File: config.mk
export PLATFORM = sky130hd
export DESIGN_NAME = cla_share_arb
export DESIGN_NICKNAME = d
export VERILOG_FILES = /design/src/rtl/cla_share_arb.sv
export SDC_FILE = /design/constraint.sdc
export NUM_CORES = 1
export LEC_CHECK = 0
export ABC_CLOCK_PERIOD_IN_PS = 2650
export CORE_AREA = 2 2 235 237
export DETAILED_ROUTE_END_ITERATION = 7
export DIE_AREA = 0 0 237 239
export PLACE_DENSITY = 0.61
export SETUP_SLACK_MARGIN = 0.5
export SLEW_MARGIN = 0
export SYNTH_ARGS = -nofsm -noshare
export SYNTH_HDL_FRONTEND = slang
export SYNTH_SLANG_ARGS = --single-unit
File: constraint.sdc
create_clock -name clk -period 2.65 [get_ports clk]
set_input_delay 0.265 -clock clk [delete_from_list [all_inputs] [get_ports clk]]
set_output_delay 0.265 -clock clk [all_outputs]
set_load 0.005 [all_outputs]
File: src/rtl/cla_share_arb.sv
// rtl/cla_share_arb.sv - round-robin shared 64-bit KPG carry-lookahead adder with chained-carry lock
module cla_share_arb #(
    parameter int NREQ     = 4,
    parameter int LOCK_TMO = 16
) (
    input  logic                      clk,
    input  logic                      rst_n,
    input  logic [NREQ-1:0]           req_valid,
    output logic [NREQ-1:0]           req_ready,
    input  logic [NREQ*64-1:0]        req_a,
    input  logic [NREQ*64-1:0]        req_b,
    input  logic [NREQ-1:0]           req_cin,
    input  logic [NREQ-1:0]           req_last,
    output logic                      rsp_valid,
    input  logic                      rsp_ready,
    output logic [$clog2(NREQ)-1:0]   rsp_id,
    output logic [63:0]               rsp_sum,
    output logic                      rsp_cout,
    output logic                      lock_err
);
    localparam int IDW = $clog2(NREQ);
    localparam int TW  = $clog2(LOCK_TMO + 1);

    typedef enum logic [1:0] {IDLE, CALC, RESP, LOCK} state_t;

    // Bit 0 of the prefix vectors holds cin as a pure generate; bits 1..64 are operand bits 0..63.
    function automatic logic [64:0] kpg_add(input logic [63:0] a, input logic [63:0] b,
                                            input logic cin);
        logic [64:0] g;
        logic [64:0] p;
        logic [64:0] mask;
        g = {a & b, cin};
        p = {a ^ b, 1'b0};
        for (int l = 0; l < 7; l++) begin
            mask = (65'd1 << (1 << l)) - 65'd1;
            g    = g | (p & (g << (1 << l)));
            p    = p & ((p << (1 << l)) | mask);
        end
        return {g[64], a ^ b ^ g[63:0]};
    endfunction

    function automatic logic [IDW-1:0] wrap_add(input logic [IDW-1:0] base, input int k);
        int s;
        s = int'(base) + k;
        if (s >= NREQ) s = s - NREQ;
        return IDW'(s);
    endfunction

    state_t          state_q, state_d;
    logic [IDW-1:0]  rr_ptr_q, rr_ptr_d;
    logic [63:0]     a_q, a_d, b_q, b_d;
    logic            cin_q, cin_d, last_q, last_d, carry_q, carry_d;
    logic [IDW-1:0]  id_q, id_d;
    logic [TW-1:0]   tmo_q, tmo_d;
    logic            rsp_valid_q, rsp_valid_d, rsp_cout_q, rsp_cout_d;
    logic [63:0]     rsp_sum_q, rsp_sum_d;
    logic [IDW-1:0]  rsp_id_q, rsp_id_d;
    logic            lock_err_q, lock_err_d;

    logic [NREQ-1:0] gnt;
    logic [IDW-1:0]  sel_id, beat_id;
    logic            sel_found, take;
    logic [64:0]     sum_full;

    assign sum_full = kpg_add(a_q, b_q, cin_q);

    // Descending scan so the requester closest to rr_ptr wins.
    always_comb begin
        sel_id    = rr_ptr_q;
        sel_found = 1'b0;
        for (int k = NREQ - 1; k >= 0; k--) begin
            if (req_valid[wrap_add(rr_ptr_q, k)]) begin
                sel_found = 1'b1;
                sel_id    = wrap_add(rr_ptr_q, k);
            end
        end
    end

    always_comb begin
        state_d     = state_q;
        rr_ptr_d    = rr_ptr_q;
        a_d         = a_q;
        b_d         = b_q;
        cin_d       = cin_q;
        last_d      = last_q;
        id_d        = id_q;
        carry_d     = carry_q;
        tmo_d       = tmo_q;
        rsp_valid_d = rsp_valid_q;
        rsp_sum_d   = rsp_sum_q;
        rsp_cout_d  = rsp_cout_q;
        rsp_id_d    = rsp_id_q;
        lock_err_d  = 1'b0;
        gnt         = '0;
        beat_id     = sel_id;
        take        = 1'b0;

        case (state_q)
            IDLE: take = sel_found;
            CALC: begin
                {rsp_cout_d, rsp_sum_d} = sum_full;
                rsp_id_d    = id_q;
                rsp_valid_d = 1'b1;
                state_d     = RESP;
            end
            RESP: begin
                if (rsp_ready) begin
                    rsp_valid_d = 1'b0;
                    if (last_q) begin
                        state_d  = IDLE;
                        rr_ptr_d = wrap_add(id_q, 1);
                    end else begin
                        state_d = LOCK;
                        carry_d = rsp_cout_q;
                        tmo_d   = '0;
                    end
                end
            end
            LOCK: begin
                beat_id = id_q;
                take    = req_valid[id_q];
                if (!req_valid[id_q]) begin
                    if (tmo_q == TW'(LOCK_TMO - 1)) begin
                        lock_err_d = 1'b1;
                        state_d    = IDLE;
                        rr_ptr_d   = wrap_add(id_q, 1);
                    end else begin
                        tmo_d = tmo_q + TW'(1);
                    end
                end
            end
            default: state_d = IDLE;
        endcase

        // A chained beat takes its carry from the previous beat, never from req_cin.
        if (take) begin
            gnt[beat_id] = 1'b1;
            a_d          = req_a[int'(beat_id)*64 +: 64];
            b_d          = req_b[int'(beat_id)*64 +: 64];
            cin_d        = (state_q == LOCK) ? carry_q : req_cin[beat_id];
            last_d       = req_last[beat_id];
            id_d         = beat_id;
            state_d      = CALC;
        end
    end

    always_ff @(posedge clk) begin
        if (!rst_n) begin
            state_q     <= IDLE;
            rr_ptr_q    <= '0;
            a_q         <= '0;
            b_q         <= '0;
            cin_q       <= 1'b0;
            last_q      <= 1'b0;
            id_q        <= '0;
            carry_q     <= 1'b0;
            tmo_q       <= '0;
            rsp_valid_q <= 1'b0;
            rsp_sum_q   <= '0;
            rsp_cout_q  <= 1'b0;
            rsp_id_q    <= '0;
            lock_err_q  <= 1'b0;
        end else begin
            state_q     <= state_d;
            rr_ptr_q    <= rr_ptr_d;
            a_q         <= a_d;
            b_q         <= b_d;
            cin_q       <= cin_d;
            last_q      <= last_d;
            id_q        <= id_d;
            carry_q     <= carry_d;
            tmo_q       <= tmo_d;
            rsp_valid_q <= rsp_valid_d;
            rsp_sum_q   <= rsp_sum_d;
            rsp_cout_q  <= rsp_cout_d;
            rsp_id_q    <= rsp_id_d;
            lock_err_q  <= lock_err_d;
        end
    end

    assign req_ready = rst_n ? gnt : '0;
    assign rsp_valid = rsp_valid_q;
    assign rsp_sum   = rsp_sum_q;
    assign rsp_cout  = rsp_cout_q;
    assign rsp_id    = rsp_id_q;
    assign lock_err  = lock_err_q;

endmodule

==> impl_metrics.json <==
{
  "status": "finished, violations left",
  "violations": "setup timing",
  "min_period_ns": 2.98,
  "worst_ep_required_time_ns": 3.07,
  "vias": 14900,
  "cts.sink_count": 211,
  "avgSynthCellArea_um2": 10.2,
  "relSlewSlack": 0.552,
  "tightestPinTransition_ns": 0.672,
  "antenna_found_initial": 1,
  "tns_ns": -4.11,
  "dr.pass1.iters": 5,
  "post-place-ws_ns": -0.819,
  "syn2layout_area_growth_pct": 85.7,
  "arrival_ns": 3.40,
  "p_leak_nw": 10.4,
  "hold_class": "in2reg",
  "powerDensity_nw_per_um2": 954,
  "grt_usage": 0.203,
  "cp_cell_sequence": "fa_2 -> a21oi_2 -> o211ai_1 -> nand3_2 -> nand4b_1 -> a31o_1 -> a2111o_1 -> a21oi_4 -> o21bai_1 -> nand3_1 -> or3b_1",
  "grt_pass1_wl_mm": 89.8,
  "setup_violations": 25,
  "synth-seq-cells": 211,
  "dp_hpwl_mm": 45.9,
  "finalCritPeriodShare": 1.12,
  "place_congestion": 0.843,
  "drtAntennaViolNets": 0,
  "r2r_end": "rsp_sum[57]",
  "grt_overflow": 0,
  "fmax_mhz": 336,
  "start_kind": "flop",
  "port_buffers": 599,
  "synthArstFlopShare": 0,
  "numCtsBuffers": 25,
  "hold_end": "rsp_sum[10]",
  "die_x_um": 237,
  "core_um2": 54300,
  "post_drt_wl_per_cell_um": 20.4,
  "ctsHtreeMaxLevel": 1,
  "drive_above_1_share": 0.319,
  "postLayoutSetupSlackWorst_ns": -0.328,
  "clkTransAtPathRegs_ns": 0.06,
  "met2_length_mm": 30.7,
  "ys.flop_type": "dfxtp_1",
  "initial_utilization": 0.260,
  "end_kind": "flop",
  "ys_seq_area_frac": 0.299,
  "cts-hold-fix-buffers": 0,
  "final_common_cell": "clkdlybuf4s50_1",
  "rsz0062_at_grt": "yes",
  "mostFrequentLayoutCells": "clkdlybuf4s50_1, buf_4, dfxtp_1",
  "syn_nets": 1979,
  "cts.path.max_buffers": 3,
  "fin_area_um2": 26300,
  "nets": 2844,
  "row_count": 86,
  "p_total_mw": 25.1,
  "synth_cells": 1381,
  "die_h_um": 239,
  "synth-edff-count": 0,
  "yosys_warnings": 0,
  "clock_latency_ns": 0.54,
  "r2r_start": "b_q[0]",
  "slowest_delay_ns": 0.46,
  "grt_max_degree": 75,
  "wl_mm": 60.4,
  "ys_types": 73,
  "cts_tree": "done",
  "skew_ns": 0.0164,
  "dpl_cell_area_um2": 22900,
  "dr_wl_met3_mm": 3.27,
  "hold_path.startpoint": "rst_n",
  "worstSetupPathType": "reg2reg",
  "drc_errors": 0,
  "critPathMaxFanout": 3,
  "top_layer": "met4",
  "n_fill_cell": 4871,
  "root_buffer": "clkbuf_16",
  "io_pins": 600,
  "r2r_setup_slack_ns": -0.33,
  "crit_slowest_cell": "a2111o_1",
  "wl_met1_mm": 24.5,
  "die-area_um2": 56600,
  "reg2reg_depth": 11,
  "vias_per_cell": 5.02,
  "ir_worst_vdd_mv": 0.536,
  "max_cap_violations": 0,
  "slew_viol_final": 0,
  "hold_path_depth": 3,
  "netlist_area_um2": 14100,
  "first_iter_violations": 626,
  "first_global_vias": 15700,
  "hold_viol": 0
}
what timing repair did:
action,CTS,global route
pin swaps,69,67
gates cloned,15,4
setup endpoints to repair,192,195
gates resized for setup,263,104
buffers inserted,44,21
cells in the mapped netlist, types with 6 or more instances:
| cell type | n | area [µm²] |
|---|---|---|
| a211oi_1 | 10 | 75.1 |
| a21boi_0 | 6 | 45.0 |
| a21o_1 | 38 | 285 |
| a21oi_1 | 88 | 440 |
| a22o_1 | 129 | 1130 |
| a31oi_1 | 9 | 56.3 |
| and2_1 | 6 | 37.5 |
| and3_1 | 10 | 62.6 |
| buf_1 | 10 | 37.5 |
| buf_2 | 30 | 150 |
| clkbuf_1 | 65 | 244 |
| dfxtp_1 | 211 | 4220 |
| ha_1 | 70 | 876 |
| inv_1 | 28 | 105 |
| mux2i_1 | 49 | 490 |
| mux4_2 | 131 | 2950 |
| nand2_1 | 79 | 297 |
| nand3_1 | 42 | 210 |
| nand4_1 | 22 | 138 |
| nor2_1 | 58 | 218 |
| nor2b_1 | 61 | 382 |
| nor3_1 | 16 | 80.1 |
| o211ai_1 | 12 | 90.1 |
| o21ai_0 | 47 | 235 |
| o21ai_1 | 6 | 30.0 |
| o21bai_1 | 10 | 75.1 |
| xnor2_1 | 31 | 272 |
| xor2_1 | 17 | 149 |
area by class of cell:
class / count / area, µm² / share of cell area
timing repair buffer: 948 / 9600 / 0.365
clock buffer: 34 / 709 / 0.0270
tap: 704 / 881 / 0.0335
clock inverter: 10 / 109 / 0.00414
sequential: 211 / 4260 / 0.162
multi-input combinational: 1031 / 10600 / 0.403
antenna: 1 / 2.50 / 0.0000952
inverter: 29 / 111 / 0.00424
flip-flops by register name, summed over array words and instances, names as in the netlist, 2 cells and up:
signal and count:
b_q 64, tmo_q 5, state_q 2, a_q 64, rr_ptr_q 2, id_q 2
rsp_id 2, rsp_sum 64
routing by layer:
| layer | vias to the layer above | track usage |
|---|---|---|
| met3 | 81 | 0.0353 |
| met4 | 0 | 0.0614 |
| met5 | - | 0 |
| met2 | 457 | 0.372 |
| met1 | 7265 | 0.242 |
| li1 | 7094 | - |
where the power goes:
group / switching (mW) / internal, mW
clock: 1.44 / 2.06
sequential: 0.976 / 4.59
combinational: 7.38 / 8.64
total: 9.79 / 15.3
per-stage QoR:
stage	instances	hold slack, ns	utilization
after floorplan	1381	0.434	-
after global placement	2839	0.467	0.421
after detailed placement	2839	0.473	0.421
after CTS	2942	0.0288	0.470
after global routing	2968	0.0791	0.484
final	2968	0.0723	0.484
cells by family (layout without fill, tap and decap cells):
family,Yosys count,count (layout),share of synthesized area
other,0,1,0
muxes,180,180,0.243
adders and majority gates,71,71,0.0633
buffers and inverters,139,1021,0.0415
AOI/OAI and AO/OA,411,411,0.209
and+or+nand+nor,321,321,0.115
DFF,211,211,0.299
xor gates and xnor gates,48,48,0.0297
worst max-delay path, delay by kind of cell, from the launching register on:
family,cells,cell delay [ns]
simple gates,4,0.73
fa+ha+maj,1,0.38
compound gates,6,1.40
flops,1,0.36
how the worst max path moves through the flow:
stage / end / slack (ns) / startpoint / cells past startpoint
after floorplan: rsp_sum[61] / -0.11 / cin_q / 11
after global placement: rsp_sum[59] / -0.80 / a_q[11] / 14
after detailed placement: rsp_sum[59] / -0.82 / b_q[11] / 14
after CTS: rsp_sum[57] / -0.37 / cin_q / 11
after global routing: rsp_sum[57] / -0.48 / b_q[0] / 11
final: rsp_sum[57] / -0.33 / b_q[0] / 11
Note: power is estimated with default switching activity, not from simulation.
==> RTL edit 1 (config.mk and constraints unchanged) <==
Change the parameter `LOCK_TMO` from 16 to 32.
--- a/src/rtl/cla_share_arb.sv
+++ b/src/rtl/cla_share_arb.sv
@@ -3,3 +3,3 @@
     parameter int NREQ     = 4,
-    parameter int LOCK_TMO = 16
+    parameter int LOCK_TMO = 32
 ) (
Check against the original RTL: not settled (the Yosys comparison gave no result); the edit may change what the design does.
==> RTL edit 1 against the original RTL <==
The run still ends with negative setup slack left; largest cell class unchanged; global-route usage grew 6.8 points; worst setup slack lost 330 ps; sequential cell count grew 1; critical endpoint is now rsp_sum[61]; power grew 25%; utilization grew 5.9 points; synthesized area shrank 2.1%; routed wire length grew 36%; design area grew 12%.
==> RTL edit 1: results (changes against the original RTL) <==
stage	metric	value	unit	change
run_status	status	finished with violations		
run_status	violations	negative setup slack		
power	p_sw_share	42.5	%	+3.5 points
clock_tree	post_cts_buffers	67		+52%
critical_path	slowest_delay	390	ps	-70 ps
synthesis	synth_area_leaders	dfxtp_1 (31%), nand2_1 (12%), a21oi_1 (7.7%), ha_1 (6.2%), mux2i_1 (5.9%)		
synthesis	synthTopCellsByCount	nand2_1 (449), a21oi_1 (214), dfxtp_1 (212)		
critical_path	cpMaxStageDelayCell	fa_2		
synthesis	synth_nets	2455		+24%
timing	max_slew.worst_pin.slew	819	ps	+147 ps
detailed_routing	dr.pass1.iters	5		unchanged
critical_path	crit_arrival	3760	ps	+360 ps
synthesis	yosys_warnings	0		unchanged
global_routing	use_met1	32.2	%	+8.0 points
synthesis	async_reset_ff_share	0	%	unchanged
placement	hpwl	56000	um	+22%
detailed_routing	vias_per_cell	5.16		+2.8%
power	vdd_ir_drop_max	0.464	mV	-13%
power	clockPowerShare	13.1	%	-0.8 points
power	powerSeq	0.00592	W	+6.3%
clock_tree	ctsResizeCount	552		+110%
timing	finalSetupViolCount	48		+92%
clock_tree	path_clk_slew	60	ps	about the same
detailed_routing	drcViolationCount	0		unchanged
synthesis	synth_cells	1858		+35%
global_routing	grt_max_degree	39		-48%
clock_tree	clk_path_buf_depth	3		unchanged
synthesis	ys_seq_area_share	30.7	%	+0.79 points
global_routing	grt_util_met2	49.6	%	+12 points
clock_tree	cts_made_buffers	27		+8.0%
placement	place_congestion	0.921		+9.3%
detailed_routing	routed.top_layer	met5		
power	p_leak	12.3	nW	+18%
detailed_routing	wl_met3	4840	um	+48%
detailed_routing	routedWlPerCell	23.2	um	+14%
synthesis	synth.largest_area_cell	dfxtp_1		
clock_tree	ctsRootBufferMaster	clkbuf_16		
global_routing	grt_first_pass_wirelength	117000	um	+30%
critical_path	cp_top_family	compound AO/OA/AOI/OAI gates		
global_routing	grt_pass1_vias	18700		+19%
detailed_routing	wl_met2	41300	um	+34%
global_routing	grt_use_total	27.2	%	+6.8 points
timing	skew	23.8	ps	+7.49 ps
detailed_routing	drt-met1-wl	32900	um	+34%
global_routing	grt_overflow_total	0		unchanged
global_routing	globalRouteMet3Util	4.47	%	+0.94 points
critical_path	crit_fanout	3		unchanged
global_routing	grt_antenna_before_repair	7		+6
timing	setup_ws	-657	ps	-329 ps
detailed_routing	drt_iter0_markers	847		+35%
cells_and_area	layout-drive-gt1-share	33.6	%	+1.7 points
power	power_leader	combinational logic		
min_path	min_path_type	input pin to register		
clock_tree	clock_latency	570	ps	+30 ps
synthesis	ys_types	66		-9.6%
placement	portBuffers	599		unchanged
clock_tree	htreeDepth	1		unchanged
detailed_routing	num_vias	18300		+23%
placement	dp_cells	3354		+18%
==> RTL edit 1: kinds of logic after synthesis <==
kind of cell,share of synthesized area [%]
AND/OR/NAND/NOR,21.7
multiplexers,6.17
adder cells (fa/ha/maj),6.38
flip-flops,30.7
buffers and inverters,4.17
AO/OA/AOI/OAI,27.4
XOR/XNOR,3.48
==> RTL edit 1: worst register-to-register path, cell delays in order (launching register included) <==
cell and delay [ps]:
dfxtp_2 330, fa_2 390, a211o_1 290, a211o_1 340, and4_4 180, o211a_4 250
o2111a_2 280, or3b_4 390, a21o_1 210, a221o_1 370, nand2_1 90, o211ai_2 70
==> RTL edit 1: through the flow <==
stage | area (sq um) | setup TNS (ps) | hold WS, ps | total power [W] | worst slack (ps)
global placement | 23300 | -18070 | 437 | 0.0208 | -786
floorplan | 14400 | -1370 | 364 | 0.0136 | -430
global route | 29500 | -15140 | 227 | 0.0330 | -740
CTS | 28300 | -8840 | 203 | 0.0296 | -693
detailed placement | 23300 | -24430 | 440 | 0.0209 | -794
finish | 29500 | -10880 | 233 | 0.0313 | -657
==> RTL edit 1: final timing paths <==
kind,start,to,slack [ps],depth (start not counted)
worst max-delay path,cin_q,rsp_sum[61],-660,11
worst min-delay path,req_b[107],b_q[43],230,3
worst max register to register,cin_q,rsp_sum[61],-660,11
worst min register to register,rsp_sum[51],rsp_sum[51],450,2
==> RTL edit 1: area by class of cell <==
class                           count  area [sq um]
Sequential cell                   212          4290
Clock inverter                     17           238
Multi-Input combinational cell   1493         12100
Timing Repair Buffer             1060         11100
Inverter                           22          82.6
Clock buffer                       32           734
Antenna cell                        1          2.50
Fill cell                        4818         24900
Tap cell                          704           881
==> RTL edit 2 (same settings) <==
Without the edit above. Take the reset off `rsp_sum_q` and load it in a clocked block of its own.
--- a/src/rtl/cla_share_arb.sv
+++ b/src/rtl/cla_share_arb.sv
@@ -158,3 +158,2 @@
             rsp_valid_q <= 1'b0;
-            rsp_sum_q   <= '0;
             rsp_cout_q  <= 1'b0;
@@ -173,3 +172,2 @@
             rsp_valid_q <= rsp_valid_d;
-            rsp_sum_q   <= rsp_sum_d;
             rsp_cout_q  <= rsp_cout_d;
@@ -178,2 +176,6 @@
         end
+    end
+
+    always_ff @(posedge clk) begin
+        rsp_sum_q <= rsp_sum_d;
     end
Function: not settled (the Yosys comparison gave no result); the edit may change what the design does.
==> RTL edit 2 against the original RTL <==
The flow still finishes with violations (negative setup slack); synthesized area is 7.1% higher; highest routed layer unchanged; non-clock buffer count is 11 lower; combinational power grew 26%; maximum frequency is 9.6% higher; utilization up 6.9 points; sequential cell count unchanged; largest power group unchanged; sequential share of layout area grew 0.17 points; critical endpoint is now rsp_sum[58]; routed wire length is 20% higher; die area unchanged; worst setup slack better by 260 ps; power increased by 21%; design area is 14% higher.
==> RTL edit 2: results (changes against the original RTL) <==
stage	metric	value	unit	change
critical_path	crit_fanout	4		+1
placement	dp_cells	3507		+24%
synthesis	avgSynthCellArea	7.02	sq um	-31%
power	cell_internal_pwr	0.0171	W	+12%
global_routing	use_met1	27.9	%	+3.8 points
detailed_routing	vias_per_cell	5.11		+1.9%
global_routing	grt_first_pass_wirelength	103000	um	+14%
cells_and_area	buffer_area_share	33.4	%	-3.2 points
global_routing	grt_max_degree	138		+84%
detailed_routing	wl_met3	4360	um	+33%
synthesis	synth_mux_area_share	0.553	%	-24 points
power	p_leak	12.5	nW	+20%
run_status	violations	negative setup slack		
global_routing	globalRouteMet3Util	4.39	%	+0.85 points
cells_and_area	fillers	4700		-3.5%
critical_path	slowest_delay	340	ps	-120 ps
power	clockPowerShare	12.0	%	-1.9 points
timing	finalSetupViolCount	9		-64%
synthesis	synth_nets	2756		+39%
synthesis	synthTopCellsByCount	nand2_1 (719), nand3_1 (398), dfxtp_1 (147)		
placement	dp_slack	-316	ps	+504 ps
detailed_routing	wl_met2	35800	um	+17%
global_routing	grt_use_total	22.8	%	+2.5 points
run_status	status	finished with violations		
clock_tree	cts_made_buffers	26		+4.0%
cells_and_area	n_all_inverters	19		-34%
synthesis	ys_seq_area_share	32.1	%	+2.2 points
power	p_sw_share	43.6	%	+4.5 points
cells_and_area	multi_input_area	13300	sq um	+25%
timing	setup_ws	-66.5	ps	+261 ps
synthesis	synth_xor_xnor_area_share	3.53	%	+0.55 points
detailed_routing	drt-met1-wl	30300	um	+24%
synthesis	synth_area_leaders	dfxtp_1 (19%), nand2_1 (18%), nand3_1 (13%), edfxtp_1 (13%), a21boi_0 (6.6%)		
clock_tree	post_cts_buffers	65		+48%
synthesis	ys_types	72		-1.4%
cells_and_area	final_nets	3565		+25%
cells_and_area	buffers	937		-1.2%
cells_and_area	sh_seq_area	16.4	%	+0.17 points
timing	tns	-215	ps	+3890 ps
==> RTL edit 2: changes by cell type after synthesis, sizes merged, moves of 44 or more <==
cell / change
a21boi: +127
a22o: -129
dfxtp: -64
edfxtp: +64
mux2i: -44
mux4: -130
nand2: +641
nand3: +355
==> RTL edit 2: path summary, 6_finish.rpt <==
check	from	to	slack, ps	depth (start not counted)
setup reg to reg	a_q[3]	rsp_sum[58]	-70	13
setup / recovery	a_q[3]	rsp_sum[58]	-70	13
hold / removal	rst_n	id_q[1]	110	2
hold reg to reg	a_q[52]	a_q[52]	450	2
==> RTL edit 2: critical path: cells and delay by family, from the launching register on <==
kind	cells	cell delay, ps
buffers and inverters	2	290
AND/OR/NAND/NOR	2	210
adder cells (fa/ha/maj)	1	290
AO/OA/AOI/OAI	7	1250
XOR/XNOR	1	80
flip-flops	1	340
